`src/rtl/seq_shift_pkg.sv`:
```
// Shared encodings for the sequential shift unit: operation codes and FSM states.
package seq_shift_pkg;

   localparam logic [1:0] OP_SLL = 2'b00;
   localparam logic [1:0] OP_SRL = 2'b01;
   localparam logic [1:0] OP_SRA = 2'b10;
   localparam logic [1:0] OP_ROR = 2'b11;

   typedef enum logic [1:0] {
      ST_IDLE  = 2'b00,
      ST_SHIFT = 2'b01,
      ST_DONE  = 2'b10
   } state_t;

endpackage

```
`src/rtl/shift_step.sv`:
```
// Combinational single-step shifter: moves a WIDTH-bit value by k (0..STEP) bits.
// Rotate logic exists only when SEQ_SHIFT_ROTATE_EN is defined.
module shift_step
   import seq_shift_pkg::*;
#(
   parameter int WIDTH = 32,
   parameter int K_W   = 1
) (
   input  logic [1:0]       op,
   input  logic [WIDTH-1:0] val,
   input  logic [K_W-1:0]   k,
   output logic [WIDTH-1:0] res
);

`ifdef SEQ_SHIFT_ROTATE_EN
   localparam int ROT_W = $clog2(WIDTH) + 1;
`endif

   always_comb begin
      res = val;
      case (op)
         OP_SLL:  res = val << k;
         OP_SRL:  res = val >> k;
         OP_SRA:  res = $signed(val) >>> k;
         default: begin
`ifdef SEQ_SHIFT_ROTATE_EN
            // k=0 makes the left term shift by WIDTH, which yields zero as needed.
            res = (val >> k) | (val << (ROT_W'(WIDTH) - ROT_W'(k)));
`else
            res = val;
`endif
         end
      endcase
   end

endmodule

```
`src/rtl/seq_shift_unit.sv`:
```
// Multi-cycle SLL/SRL/SRA shifter, STEP bits per clock, start/busy/done handshake.
// Optional rotate-right on op=11 when SEQ_SHIFT_ROTATE_EN is defined.
module seq_shift_unit
   import seq_shift_pkg::*;
#(
   parameter int WIDTH   = 32,
   parameter int STEP    = 1,
   parameter int SHAMT_W = $clog2(WIDTH)
) (
   input  logic               clk,
   input  logic               rst_n,
   input  logic               start,
   input  logic [1:0]         op,
   input  logic [WIDTH-1:0]   din,
   input  logic [SHAMT_W-1:0] shamt,
   output logic               busy,
   output logic               done,
   output logic [WIDTH-1:0]   dout,
   output logic [1:0]         state_dbg
);

   // Handshake: a request is taken on a rising edge where start=1 and busy=0;
   // done pulses for exactly one cycle with dout valid, and dout holds afterwards.

   localparam int               K_W    = $clog2(STEP + 1);
   localparam logic [SHAMT_W:0] STEP_W = (SHAMT_W + 1)'(STEP);

   state_t               state_q, state_d;
   logic [WIDTH-1:0]     work_q, work_d;
   logic [WIDTH-1:0]     dout_q, dout_d;
   logic [SHAMT_W-1:0]   rem_q, rem_d;
   logic [1:0]           op_q, op_d;
   logic [SHAMT_W:0]     k_full;
   logic [K_W-1:0]       k;
   logic [WIDTH-1:0]     shifted;
   logic                 op_noop;
   logic [SHAMT_W-1:0]   eff_shamt;

`ifdef SEQ_SHIFT_ROTATE_EN
   assign op_noop = 1'b0;
`else
   assign op_noop = (op == OP_ROR);
`endif
   assign eff_shamt = op_noop ? '0 : shamt;

   assign k_full = ({1'b0, rem_q} > STEP_W) ? STEP_W : {1'b0, rem_q};
   assign k      = k_full[K_W-1:0];

   shift_step #(
      .WIDTH (WIDTH),
      .K_W   (K_W)
   ) u_step (
      .op  (op_q),
      .val (work_q),
      .k   (k),
      .res (shifted)
   );

   always_ff @(posedge clk or negedge rst_n) begin
      if (!rst_n) state_q <= ST_IDLE;
      else        state_q <= state_d;
   end

   always_comb begin
      state_d = state_q;
      case (state_q)
         ST_IDLE:  if (start) state_d = (eff_shamt != '0) ? ST_SHIFT : ST_DONE;
         ST_SHIFT: state_d = ({1'b0, rem_q} > STEP_W) ? ST_SHIFT : ST_DONE;
         ST_DONE:  state_d = ST_IDLE;
         default:  state_d = ST_IDLE;
      endcase
   end

   always_comb begin
      busy      = (state_q != ST_IDLE);
      done      = (state_q == ST_DONE);
      state_dbg = state_q;
   end

   // dout is loaded on entry to DONE so it is already valid during the done pulse.
   always_comb begin
      work_d = work_q;
      rem_d  = rem_q;
      op_d   = op_q;
      dout_d = dout_q;
      if (state_q == ST_IDLE && start) begin
         work_d = din;
         rem_d  = eff_shamt;
         op_d   = op;
      end else if (state_q == ST_SHIFT) begin
         work_d = shifted;
         rem_d  = rem_q - k_full[SHAMT_W-1:0];
      end
      if (state_d == ST_DONE) dout_d = work_d;
   end

   always_ff @(posedge clk or negedge rst_n) begin
      if (!rst_n) begin
         work_q <= '0;
         rem_q  <= '0;
         op_q   <= '0;
         dout_q <= '0;
      end else begin
         work_q <= work_d;
         rem_q  <= rem_d;
         op_q   <= op_d;
         dout_q <= dout_d;
      end
   end

   assign dout = dout_q;

endmodule

```
`config.mk`:
```
export PLATFORM = sky130hd
export DESIGN_NAME = seq_shift_unit
export DESIGN_NICKNAME = d
export VERILOG_FILES = /design/src/rtl/seq_shift_pkg.sv /design/src/rtl/shift_step.sv /design/src/rtl/seq_shift_unit.sv
export SDC_FILE = /design/constraint.sdc
export NUM_CORES = 1
export LEC_CHECK = 0
export BUFFER_PORTS_ARGS = -buffer_cell sky130_fd_sc_hd__buf_2
export CAP_MARGIN = 20
export CORE_UTILIZATION = 45
export DETAILED_ROUTE_END_ITERATION = 12
export PLACE_DENSITY = 0.63
export SYNTH_ARGS = -nofsm -noshare
export SYNTH_HDL_FRONTEND = slang
export SYNTH_SLANG_ARGS = --single-unit
```
`constraint.sdc`:
```
create_clock -name clk -period 5.6 [get_ports clk]
set_clock_uncertainty 0.15 [all_clocks]
set_input_delay 1.12 -clock clk [delete_from_list [all_inputs] [get_ports clk]]
set_output_delay 1.12 -clock clk [all_outputs]
set_load 0.1 [all_outputs]
```
Yosys cells after proc, flatten, opt, wreduce, memory -nomap -nowiden
Cells that the tools add are included.
W data, S select, Z words.
- add/sub/neg operators: 1
- multiply operators: 0
- divide/modulo/power cells: 0
- $lt $le $gt $ge: 1
- equal/unequal tests: 6
- shifts and indexed selects: 3
- mux-type cells: 11
- bitwise logic cells: 0
- reduce and logical (&&, ||, !) cells: 6
- operators by type and width (kind ; count):
    $pmux W32 S3 ; 1
    $mux W32 ; 2
    $shl A32 B1 Y32 ; 1
    $shr A32 B1 Y32 ; 1
    $sshr A32 B1 Y32 ; 1
    $mux W5 ; 4
    $eq A2 B2 Y1 const B ; 4
    $mux W2 ; 3
    $gt A5 B1 Y1 const B ; 1
    $reduce_bool A5 Y1 ; 1
    $sub A5 B5 Y5 ; 1
    $eq A2 B1 Y1 const B ; 2
    $logic_not A2 Y1 ; 2
    $pmux W2 S2 ; 1
    $reduce_bool A2 Y1 ; 2
    $logic_and A1 B1 Y1 ; 1
- bits in registers: 73
- latch bits: 0
- memory bits (writable): 0
- memory bits (read-only): 0
- input port bits: 42
- output and inout port bits: 36
- logic and storage cells: 33
- memories kept: 0

Depth between registers and ports, before layout
Gate-level depths: netlist of the first run.
- depth in word-level cells: 7
- mapped depth: 7

By module
A second synthesis of the first run with hierarchy kept.
- cell total of the unflattened synthesis: 424
- area, all modules: 4782.1 um2
- modules (own cells, without submodules) (module ; times used ; cells each ; area each (um2)):
    seq_shift_unit ; 1 ; 270 ; 3264.4
    shift_step ; 1 ; 154 ; 1517.7

Least setup slack after synthesis of the first run
No wires, ideal clock.
- path type: reg-to-output
- start: register state_q[1], in the netlist state_dbg[1]
- end: output port done
- data arrival time: 2.458 ns
- data required time: 4.330 ns
- setup slack: 1.872 ns
- stages on the path, launching flop included: 2
- path buffers: 0
- path through: dfrtp_1 nor2b_1
- cells in the longest elaborated chain, start to end: 1
- ends and longest elaborated chain (item ; line ; text):
    from (decl) ; seq_shift_unit.sv:28 ; state_t state_q, state_d;
    from (signal assigned) ; seq_shift_unit.sv:61 ; else state_q <= state_d;
    $eq A2 B2 Y1 ; seq_shift_unit.sv:76 ; done = (state_q == ST_DONE);
    to (decl) ; seq_shift_unit.sv:17 ; output logic done,
Every way passes these cells.

Worst setup path in the final report of the first run
- start: input port shamt[1]
- end: register dout_q[1], in the netlist dout[1]
- cells in the longest elaborated chain, start to end: 6
- ends and longest elaborated chain (item ; line ; text):
    from (decl) ; seq_shift_unit.sv:15 ; input logic [SHAMT_W-1:0] shamt,
    $mux W5 ; seq_shift_unit.sv:44 ; assign eff_shamt = op_noop ? '0 : shamt;
    $reduce_bool A5 Y1 ; seq_shift_unit.sv:67 ; ST_IDLE: if (start) state_d = (eff_shamt != '0) ? ST_SHIFT : ST_DONE;
    $mux W2 (2 in series) ; seq_shift_unit.sv:67 ;
    $pmux W2 S2 ; seq_shift_unit.sv:66 ; case (state_q)
    $eq A2 B2 Y1 ; seq_shift_unit.sv:94 ; if (state_d == ST_DONE) dout_d = work_d;
    to (signal assigned) ; seq_shift_unit.sv:107 ; dout_q <= dout_d;
    to (decl) ; seq_shift_unit.sv:30 ; logic [WIDTH-1:0] dout_q, dout_d;
Every way passes these cells.
A chain may end at the register's enable or synchronous reset.

==> results of run 1 <==
==> registers in the layout, summed over array words and instances (netlist names) <==
register / flops
dout: 32
op_q: 2
rem_q: 5
state_dbg: 2
work_q: 32
==> critical path: stages <==
cell and delay, ps:
sky130_fd_sc_hd__buf_2 100, sky130_fd_sc_hd__or4_1 580, sky130_fd_sc_hd__o2bb2ai_2 150, sky130_fd_sc_hd__buf_4 350
sky130_fd_sc_hd__or2_1 150, sky130_fd_sc_hd__buf_4 360, sky130_fd_sc_hd__mux2_2 380
==> path summary, 6_finish.rpt <==
kind                                             end  slack (ps)  depth (start not counted)
worst max-delay path             dout[1]$_DFFE_PN0N_        2470                          7
worst min-delay path             dout[2]$_DFFE_PN0N_         350                          1
worst max register to register   dout[1]$_DFFE_PN0N_        2850                          6
worst min register to register   dout[2]$_DFFE_PN0N_         350                          1
max in group asynchronous        op_q[0]$_DFFE_PN0P_        3890                          1
min in group asynchronous       dout[22]$_DFFE_PN0N_         730                          1
==> stage by stage <==
step,hold slack [ps],cell area (µm²)
after detailed placement,324,4440
after global routing,375,4660
final,349,4660
after floorplan,442,4020
after CTS,350,4660
after global placement,321,4440
==> layout make-up <==
type,count,area share
tap,108,0.0290
clock buffer,10,0.0295
timing repair buffer,84,0.0945
clock inverter,5,0.0172
inverter,31,0.0250
sequential,73,0.392
multi-input combinational,302,0.412
==> cell usage in the layout, fill, tap and decap left out, types with 4 or more instances in the layout <==
| cell type | Yosys | final |
|---|---|---|
| sky130_fd_sc_hd__nor2b_1 | 4 | 4 |
| sky130_fd_sc_hd__buf_4 | 3 | 8 |
| sky130_fd_sc_hd__o22ai_1 | 31 | 31 |
| sky130_fd_sc_hd__nand2_1 | 62 | 62 |
| sky130_fd_sc_hd__clkbuf_8 | 0 | 10 |
| sky130_fd_sc_hd__inv_1 | 31 | 31 |
| sky130_fd_sc_hd__nor2_1 | 9 | 9 |
| sky130_fd_sc_hd__o221ai_1 | 27 | 27 |
| sky130_fd_sc_hd__nand3_1 | 4 | 4 |
| sky130_fd_sc_hd__buf_2 | 16 | 76 |
| sky130_fd_sc_hd__nor3_1 | 4 | 4 |
| sky130_fd_sc_hd__mux2_2 | 10 | 10 |
| sky130_fd_sc_hd__mux2i_1 | 28 | 28 |
| sky130_fd_sc_hd__a21oi_1 | 4 | 4 |
| sky130_fd_sc_hd__dfrtp_1 | 73 | 72 |
| sky130_fd_sc_hd__o21ai_0 | 81 | 81 |
==> routing by layer <==
layer	wire [µm]	share of wire	vias to the layer above
li1	-	-	1721
met1	4640	0.50	1646
met2	4260	0.46	80
met3	345	0.037	10
met4	93	0.010	0
met5	0	0	-
==> cell families after synthesis <==
group,after synthesis
xor+xnor,3
flops,73
buf+inv,69
simple gates,101
mux,39
compound gates,158
fa+ha+maj,1
==> load_flow_metrics.sql, run 1 <==
INSERT INTO impl_metrics (metric_group, metric, value, unit) VALUES
('sta', 'worst-slew-pin-transition', '1080', 'ps'),
('grt', 'number_of_antenna_violations_at_the_first_check_in_global_routing', '0', ''),
('yosys', 'synth_enable_flop_cells', '0', ''),
('clock_tree', 'clk-insertion-delay-late', '350', 'ps'),
('clock_tree', 'cts.sink_count', '73', ''),
('clock_tree', 'cts_buffers', '9', ''),
('yosys', 'syn_nets', '487', ''),
('yosys', 'ys_seq_area_frac', '0.454', ''),
('grt', 'grt_use_met2', '0.326', ''),
('place', 'place_worst_setup_slack', '2090', 'ps'),
('final_layout', 'filler_cell_count', '840', ''),
('worst_setup_path', 'cp_data_required_time', '5670', 'ps'),
('worst_setup_path', 'timing.critical_path.from_type', 'primary input', ''),
('final_layout', 'drive_above_1_share', '0.232', ''),
('sta', 'timing.final.crit_share', '0.559', ''),
('yosys', 'yosys.area_share.xor_xnor', '0.00653', ''),
('worst_setup_path', 'critical_path_peak_fanout', '33', ''),
('worst_hold_path', 'hp-class', 'flip-flop to flip-flop', ''),
('yosys', 'fraction_of_the_mapped_netlist_area_in_compound_gates', '0.245', ''),
('yosys', 'post_synth_inst_count', '444', ''),
('routing', 'routed-via-count', '3457', ''),
('yosys', 'yosys.area.top_type', 'sky130_fd_sc_hd__dfrtp_1', ''),
('yosys', 'cell_types_with_the_largest_area_share_after_synthesis', 'sky130_fd_sc_hd__dfrtp_1 45%, sky130_fd_sc_hd__o21ai_0 10%, sky130_fd_sc_hd__mux2i_1 7.0%', ''),
('place', 'post_place_cells', '598', ''),
('worst_setup_path', 'setup.worst_path.end_class', 'flip-flop', ''),
('yosys', 'syn-cell-area', '4020', 'µm²'),
('place', 'place_hpwl', '5820', 'µm'),
('sta', 'min_period', '3130', 'ps'),
('floorplanning', 'die_area', '9320', 'µm²'),
('status', 'run_status', 'completed', ''),
('clock_tree', 'cts_resized', '0', ''),
('floorplanning', 'floorplan.initialDensity', '0.463', ''),
('routing', 'finalWirelength', '9340', 'µm'),
('grt', 'grt.busiest_layer', 'met2', ''),
('worst_setup_path', 'worst_r2r_startpoint', 'state_dbg[0]$_DFF_PN0_', ''),
('clock_tree', 'h-tree-depth', '3', ''),
('place', 'io_buffer_count', '77', ''),
('final_layout', 'finalNetCount', '544', ''),
('yosys', 'post-synth-top-count-cell', 'sky130_fd_sc_hd__o21ai_0', ''),
('yosys', 'synth.top_cell.area_share', '0.454', ''),
('sta', 'post-route-worst-setup-slack', '2470', 'ps'),
('final_layout', 'post_layout_nonfiller_instances', '613', ''),
('worst_setup_path', 'cp_data_arrival_time', '3210', 'ps'),
('yosys', 'synth-warning-count', '0', ''),
('sta', 'unrepaired_setup_endpoints_after_global_routing', 'no', ''),
('yosys', 'synth-seq-cells', '73', ''),
('floorplanning', 'placement_rows', '34', ''),
('routing', 'postRouteAntennaNets', '0', ''),
('sta', 'slew_headroom', '0.277', ''),
('sta', 'setup_violations', '0', ''),
('yosys', 'synthDistinctLibCells', '47', ''),
('yosys', 'ys_top_cells_by_count', '81 x sky130_fd_sc_hd__o21ai_0, 73 x sky130_fd_sc_hd__dfrtp_1, 62 x sky130_fd_sc_hd__nand2_1', ''),
('grt', 'groute.usage.overall', '0.209', ''),
('clock_tree', 'clock-root-buffer', 'sky130_fd_sc_hd__clkbuf_8', ''),
('yosys', 'dominant_combinational_cell_family_by_area_after_synthesis', 'compound AO/OA/AOI/OAI gates', ''),
('yosys', 'synth-simple-area-share', '0.116', ''),
('sta', 'fmaxAchievable', '319', 'MHz'),
('final_layout', 'antennaDiodeCount', '0', ''),
('yosys', 'share_of_flip_flops_with_an_asynchronous_set_or_reset_after_synthesis', '1.00', ''),
('sta', 'slew_viol_final', '0', ''),
('yosys', 'syn_avg_cell_area', '9.06', 'µm²'),
('sta', 'fin_setup_tns', '0', 'ps'),
('routing', 'drc', '0', ''),
('final_layout', 'final_core_utilization', '0.537', ''),
('yosys', 'ys_dominant_reg_cell', 'sky130_fd_sc_hd__dfrtp_1', ''),
('clock_tree', 'ctsLongestPathBuffers', '2', ''),
('worst_setup_path', 'beginning_of_the_critical_path', 'shamt[1]', ''),
('floorplanning', 'die_h', '96.5', 'µm'),
('clock_tree', 'path_clk_slew', '70', 'ps'),
('final_layout', 'multi_input_comb_area', '1920', 'µm²'),
('clock_tree', 'post_cts.repair.setup_buffers', '0', '');
Power of run 1 is left out: the tool's default activity adds up to more than one toggle a clock period on the data nets, which glitch-free logic cannot reach.
==> inputs of run 2 (changes only) <==
- ABC_AREA: unset -> 1
- clock period: 5.6 -> 2.9 ns (I/O delays scaled with it)
==> load_flow_metrics.sql, run 2 <==
INSERT INTO impl_metrics (metric_group, metric, value, unit) VALUES
('floorplanning', 'io_pins', '78', ''),
('grt', 'vias_in_the_first_global_route', '3377', ''),
('worst_setup_path', 'rr_worst_depth', '7', ''),
('routing', 'routed-via-count', '3609', ''),
('worst_setup_path', 'r2r-end', 'work_q[31]$_DFF_PN0_', ''),
('place', 'io_buffer_count', '77', ''),
('routing', 'vias_per_cell', '4.95', ''),
('sta', 'slew_headroom', '0.389', ''),
('yosys', 'syn-cell-area', '3990', 'µm²'),
('grt', 'grt_use_met2', '0.356', ''),
('clock_tree', 'h-tree-depth', '3', ''),
('yosys', 'synth.top_cell.area_share', '0.458', ''),
('final_layout', 'layout.cells.most_common_list', '279 x sky130_fd_sc_hd__nand2_1, 76 x sky130_fd_sc_hd__buf_2, 73 x sky130_fd_sc_hd__dfrtp_1', ''),
('yosys', 'yosys.area.top_type', 'sky130_fd_sc_hd__dfrtp_1', ''),
('worst_hold_path', 'hp-class', 'primary input to asynchronous set/reset pin', ''),
('sta', 'worst-slew-pin-transition', '916', 'ps'),
('routing', 'postRouteAntennaNets', '0', ''),
('routing', 'wl_per_cell', '12.3', 'µm'),
('yosys', 'ys_top_cells_by_count', '279 x sky130_fd_sc_hd__nand2_1, 73 x sky130_fd_sc_hd__dfrtp_1, 41 x sky130_fd_sc_hd__inv_1', ''),
('grt', 'gr-usage-met3', '0.0434', ''),
('clock_tree', 'clock-root-buffer', 'sky130_fd_sc_hd__clkbuf_8', ''),
('yosys', 'share_of_flip_flops_with_an_asynchronous_set_or_reset_after_synthesis', '1.00', ''),
('sta', 'fmaxAchievable', '477', 'MHz'),
('worst_setup_path', 'cp_data_arrival_time', '2180', 'ps'),
('clock_tree', 'post_cts.repair.setup_buffers', '0', ''),
('worst_setup_path', 'crit_type', 'flip-flop to flip-flop', ''),
('routing', 'drc', '0', ''),
('floorplanning', 'chipWidth', '96.1', 'µm'),
('worst_setup_path', 'setup.worst_path.end_class', 'flip-flop', ''),
('clock_tree', 'ctsLongestPathBuffers', '2', ''),
('yosys', 'ys_seq_area_frac', '0.458', ''),
('grt', 'number_of_antenna_violations_at_the_first_check_in_global_routing', '0', ''),
('yosys', 'synthDistinctLibCells', '27', ''),
('floorplanning', 'die_h', '96.1', 'µm'),
('final_layout', 'antennaDiodeCount', '0', ''),
('clock_tree', 'cts_buffers', '9', ''),
('sta', 'finalHoldViolCount', '0', ''),
('worst_setup_path', 'critical_path_peak_fanout', '36', ''),
('worst_setup_path', 'critical_path.cell_chain', 'nor2_1 > nand3_4 > nand2_4 > nand2_1 > nand2_1 > nand3_1 > and2_1', ''),
('worst_setup_path', 'critical_path.most_common_cell', 'sky130_fd_sc_hd__nand2_1', ''),
('worst_setup_path', 'timing.reg2reg.setup_slack', '810', 'ps'),
('place', 'gp_congestion', '0.799', ''),
('worst_setup_path', 'cpLargestDelayFamily', 'simple AND/OR/NAND/NOR gates', ''),
('yosys', 'syn_nets', '600', ''),
('floorplanning', 'die_area', '9240', 'µm²'),
('worst_setup_path', 'timing.critical_path.slowest_cell_delay', '460', 'ps'),
('floorplanning', 'core_area', '8380', 'µm²'),
('grt', 'groute.usage.overall', '0.217', ''),
('yosys', 'syn_avg_cell_area', '7.15', 'µm²'),
('clock_tree', 'clk-insertion-delay-late', '340', 'ps'),
('yosys', 'synth-seq-cells', '73', ''),
('grt', 'globalRoute.totalOverflow', '0', ''),
('yosys', 'post_synth_inst_count', '557', ''),
('grt', 'grt.busiest_layer', 'met2', ''),
('routing', 'initialDrtViolationCount', '189', ''),
('sta', 'unrepaired_setup_endpoints_after_global_routing', 'no', ''),
('clock_tree', 'cts_tree', 'done', ''),
('worst_setup_path', 'worst_setup_path_endpoint', 'work_q[31]$_DFF_PN0_', ''),
('worst_setup_path', 'cp_data_required_time', '2990', 'ps'),
('final_layout', 'drive_above_1_share', '0.213', ''),
('clock_tree', 'cts_resized', '0', ''),
('yosys', 'cell_types_with_the_largest_area_share_after_synthesis', 'sky130_fd_sc_hd__dfrtp_1 46%, sky130_fd_sc_hd__nand2_1 26%, sky130_fd_sc_hd__nand3_1 4.4%', ''),
('routing', 'router_iterations_before_antenna_repair', '5', ''),
('yosys', 'synth_enable_flop_cells', '0', ''),
('clock_tree', 'cts.sink_count', '73', ''),
('sta', 'timing.final.crit_share', '0.722', ''),
('status', 'run_status', 'completed', ''),
('yosys', 'synth-warning-count', '0', ''),
('worst_setup_path', 'critPathBufInv', '0', ''),
('yosys', 'post-synth-top-count-cell', 'sky130_fd_sc_hd__nand2_1', ''),
('final_layout', 'area_growth', '13.2', '%'),
('sta', 'min_period', '2090', 'ps'),
('worst_setup_path', 'critical_path.slowest_cell', 'sky130_fd_sc_hd__nand2_4', ''),
('grt', 'wire_length_of_the_first_global_routing_pass', '15300', 'µm'),
('final_layout', 'layout.cells.most_common', 'sky130_fd_sc_hd__nand2_1', ''),
('sta', 'fin_setup_tns', '0', 'ps'),
('yosys', 'ys_dominant_reg_cell', 'sky130_fd_sc_hd__dfrtp_1', ''),
('place', 'place_hpwl', '5760', 'µm'),
('grt', 'met1_usage', '0.282', ''),
('sta', 'slew_viol_final', '0', ''),
('grt', 'grt_max_degree', '74', ''),
('worst_setup_path', 'worst_r2r_startpoint', 'rem_q[4]$_DFFE_PN0P_', ''),
('floorplanning', 'placement_rows', '33', ''),
('worst_setup_path', 'beginning_of_the_critical_path', 'rem_q[4]$_DFFE_PN0P_', ''),
('job', 'max_cap_viol_count', '0', ''),
('clock_tree', 'path_clk_slew', '70', 'ps'),
('worst_setup_path', 'timing.critical_path.from_type', 'flip-flop', ''),
('worst_setup_path', 'critical_path_depth', '7', ''),
('final_layout', 'finalNetCount', '666', ''),
('routing', 'finalWirelength', '8950', 'µm'),
('floorplanning', 'floorplan.initialDensity', '0.475', ''),
('clock_tree', 'cts_hold_repair.buffers', '0', ''),
('sta', 'setup_violations', '0', '');
==> run 2: metrics by stage <==
| stage | setup slack, ps | utilization | cell area (µm²) | hold slack (ps) | std cells |
|---|---|---|---|---|---|
| 3_5_place_dp | 705 | 0.522 | 4370 | 310 | 717 |
| 4_1_cts | 799 | 0.538 | 4510 | 262 | 729 |
| 6_report | 805 | 0.538 | 4510 | 211 | 729 |
| 3_3_place_gp | 745 | 0.522 | 4370 | 309 | 717 |
| 2_1_floorplan | 257 | - | 3990 | 134 | 557 |
| 5_1_grt | 568 | 0.538 | 4510 | 297 | 729 |
==> run 2: cells by family (layout without fill, tap and decap cells) <==
group	after synthesis	count (layout)	synth area share
simple gates	359	359	0.384
buf+inv	73	140	0.0867
xor+xnor	1	1	0.00220
fa+ha+maj	1	1	0.00314
compound gates	50	50	0.0659
flops	73	73	0.458
==> run 2: final cells by class <==
class / instances / area, µm²
clock buffers: 10 / 128
clock inverters: 2 / 10.0
fillers: 822 / 3870
inverters: 46 / 173
multi-input cells: 411 / 1820
flip-flops and latches: 73 / 1830
well taps: 105 / 131
repair buffers: 82 / 425
==> run 2: metal layers <==
metal,vias up,wire length (µm)
li1,1841,-
met1,1661,4230
met2,95,4120
met3,12,466
met4,0,136
met5,-,0
==> run 2: how the worst min path moves through the flow <==
| stage | from | end | slack, ps | depth (start not counted) |
|---|---|---|---|---|
| after floorplan | rst_n | dout[0]$_DFFE_PN0N_ | 130 | 0 |
| after global placement | dout[2]$_DFFE_PN0N_ | dout[2]$_DFFE_PN0N_ | 310 | 2 |
| after detailed placement | dout[9]$_DFFE_PN0N_ | dout[9]$_DFFE_PN0N_ | 310 | 2 |
| after CTS | rst_n | rem_q[2]$_DFFE_PN0P_ | 260 | 1 |
| after global routing | rst_n | rem_q[2]$_DFFE_PN0P_ | 300 | 1 |
| final | rst_n | rem_q[2]$_DFFE_PN0P_ | 210 | 1 |
Power of run 2 is left out for the same reason.
==> inputs of run 3 (changes only) <==
- clock period: 2.9 -> 2.1 ns (I/O delays scaled with it)
==> load_flow_metrics.sql, run 3 (same netlist as run 2, synthesis figures left out) <==
INSERT INTO impl_metrics (metric_group, metric, value, unit) VALUES
('status', 'run_status', 'completed', ''),
('grt', 'wire_length_of_the_first_global_routing_pass', '15400', 'µm'),
('grt', 'vias_in_the_first_global_route', '3430', ''),
('routing', 'router_iterations_before_antenna_repair', '4', ''),
('sta', 'min_period', '1930', 'ps'),
('worst_setup_path', 'timing.critical_path.from_type', 'flip-flop', ''),
('final_layout', 'final_core_utilization', '0.559', ''),
('sta', 'fin_setup_tns', '0', 'ps'),
('place', 'place_worst_setup_slack', '166', 'ps'),
('floorplanning', 'die_area', '9240', 'µm²'),
('clock_tree', 'h-tree-depth', '3', ''),
('clock_tree', 'ctsLongestPathBuffers', '2', ''),
('sta', 'setup_violations', '0', ''),
('worst_hold_path', 'hp-class', 'primary input to flip-flop', ''),
('final_layout', 'multi_input_comb_area', '1830', 'µm²'),
('final_layout', 'antennaDiodeCount', '0', ''),
('routing', 'wl_per_cell', '12.2', 'µm'),
('routing', 'finalWirelength', '9040', 'µm'),
('routing', 'drc', '0', ''),
('floorplanning', 'io_pins', '78', ''),
('floorplanning', 'core_area', '8380', 'µm²'),
('job', 'max_cap_viol_count', '0', ''),
('sta', 'slew_viol_final', '0', ''),
('sta', 'fmaxAchievable', '518', 'MHz'),
('routing', 'routed-via-count', '3604', ''),
('sta', 'post-route-worst-setup-slack', '170', 'ps'),
('worst_setup_path', 'cp_data_required_time', '2210', 'ps'),
('final_layout', 'layout.cells.most_common_list', '278 x sky130_fd_sc_hd__nand2_1, 76 x sky130_fd_sc_hd__buf_2, 71 x sky130_fd_sc_hd__dfrtp_1', ''),
('sta', 'timing.final.crit_share', '0.919', ''),
('sta', 'slew_headroom', '0.593', ''),
('place', 'place_hpwl', '6030', 'µm'),
('worst_setup_path', 'setup.worst_path.end_class', 'flip-flop', ''),
('routing', 'postRouteAntennaNets', '0', ''),
('floorplanning', 'die_h', '96.1', 'µm'),
('clock_tree', 'clk-insertion-delay-late', '340', 'ps'),
('worst_setup_path', 'critical_path_peak_fanout', '3', ''),
('grt', 'number_of_antenna_violations_at_the_first_check_in_global_routing', '0', ''),
('grt', 'groute.usage.overall', '0.214', ''),
('clock_tree', 'cts.sink_count', '73', ''),
('grt', 'grt_max_degree', '39', ''),
('worst_setup_path', 'crit_type', 'flip-flop to flip-flop', ''),
('routing', 'vias_per_cell', '4.86', ''),
('floorplanning', 'placement_rows', '33', ''),
('place', 'gp_congestion', '0.827', ''),
('final_layout', 'area_growth', '17.6', '%'),
('final_layout', 'finalNetCount', '674', ''),
('sta', 'worst-slew-pin-transition', '609', 'ps'),
('floorplanning', 'chipWidth', '96.1', 'µm'),
('sta', 'finalHoldViolCount', '0', ''),
('place', 'io_buffer_count', '77', ''),
('clock_tree', 'path_clk_slew', '80', 'ps'),
('worst_setup_path', 'timing.reg2reg.setup_slack', '170', 'ps'),
('sta', 'final.hold.worst_slack', '141', 'ps'),
('final_layout', 'drive_above_1_share', '0.233', ''),
('clock_tree', 'clock-root-buffer', 'sky130_fd_sc_hd__clkbuf_8', ''),
('worst_setup_path', 'cp_data_arrival_time', '2040', 'ps'),
('final_layout', 'final-seq-area', '1830', 'µm²'),
('routing', 'initialDrtViolationCount', '172', ''),
('floorplanning', 'floorplan.initialDensity', '0.475', ''),
('final_layout', 'filler_cell_count', '827', ''),
('grt', 'globalRoute.totalOverflow', '0', ''),
('clock_tree', 'cts_buffers', '9', ''),
('final_layout', 'layout.cells.most_common', 'sky130_fd_sc_hd__nand2_1', ''),
('clock_tree', 'cts_tree', 'done', '');
==> run 3: cell count changes in the layout (fill, tap and decap cells not counted), sizes merged <==
cell,delta
clkinv,-1
buf,+7
inv,+1
bufinv,+2
dlygate4sd3,+1
clkbuf,+2
==> run 3: path summary, 6_finish.rpt <==
path                       cells after the start            startpoint              endpoint
hold reg to reg                                2   dout[2]$_DFFE_PN0N_   dout[2]$_DFFE_PN0N_
setup reg to reg                              11  rem_q[1]$_DFFE_PN0P_  rem_q[4]$_DFFE_PN0P_
hold / removal                                 3                din[5]   work_q[5]$_DFF_PN0_
max in group asynchronous                      3                 rst_n  work_q[14]$_DFF_PN0_
setup / recovery                              11  rem_q[1]$_DFFE_PN0P_  rem_q[4]$_DFFE_PN0P_
min in group asynchronous                      2                 rst_n  work_q[25]$_DFF_PN0_
==> run 3: layout make-up <==
cell class / instances / area share
Clock buffer: 12 / 0.0331
Clock inverter: 4 / 0.0157
Inverter: 46 / 0.0368
Multi-Input combinational cell: 411 / 0.389
Sequential cell: 73 / 0.390
Tap cell: 105 / 0.0280
Timing Repair Buffer: 90 / 0.107
==> run 3: worst max-delay path, cell delays in order (launching register included) <==
cell	delay, ps
sky130_fd_sc_hd__dfrtp_1	390
sky130_fd_sc_hd__nor2_2	80
sky130_fd_sc_hd__and2_1	190
sky130_fd_sc_hd__or2_1	230
sky130_fd_sc_hd__ha_1	180
sky130_fd_sc_hd__inv_1	70
sky130_fd_sc_hd__nand2_1	60
sky130_fd_sc_hd__nor2_2	100
sky130_fd_sc_hd__nand2_1	80
sky130_fd_sc_hd__xor2_1	130
sky130_fd_sc_hd__nand2_1	60
sky130_fd_sc_hd__a22oi_1	130
==> run 3: stage by stage <==
step | cell area [µm²] | cells
final | 4690 | 741
after global routing | 4690 | 741
after CTS | 4680 | 740
after detailed placement | 4440 | 723
after global placement | 4440 | 723
after floorplan | 4000 | 557
==> run 3: timing repair <==
action / 4_1_cts / 5_1_grt
setup endpoints to repair: 0 / 1
hold buffers: 1 / 0
buffers inserted: 0 / 1
endpoints found under the hold margin: 26 / 0
resized for setup: 0 / 1
==> run 3: per-layer routing <==
layer	routed length (µm)	GRT usage
met1	4390	0.289
met2	4180	0.348
met3	386	0.0308
met4	79	0.0796
met5	0	0
Power of run 3 is left out for the same reason.
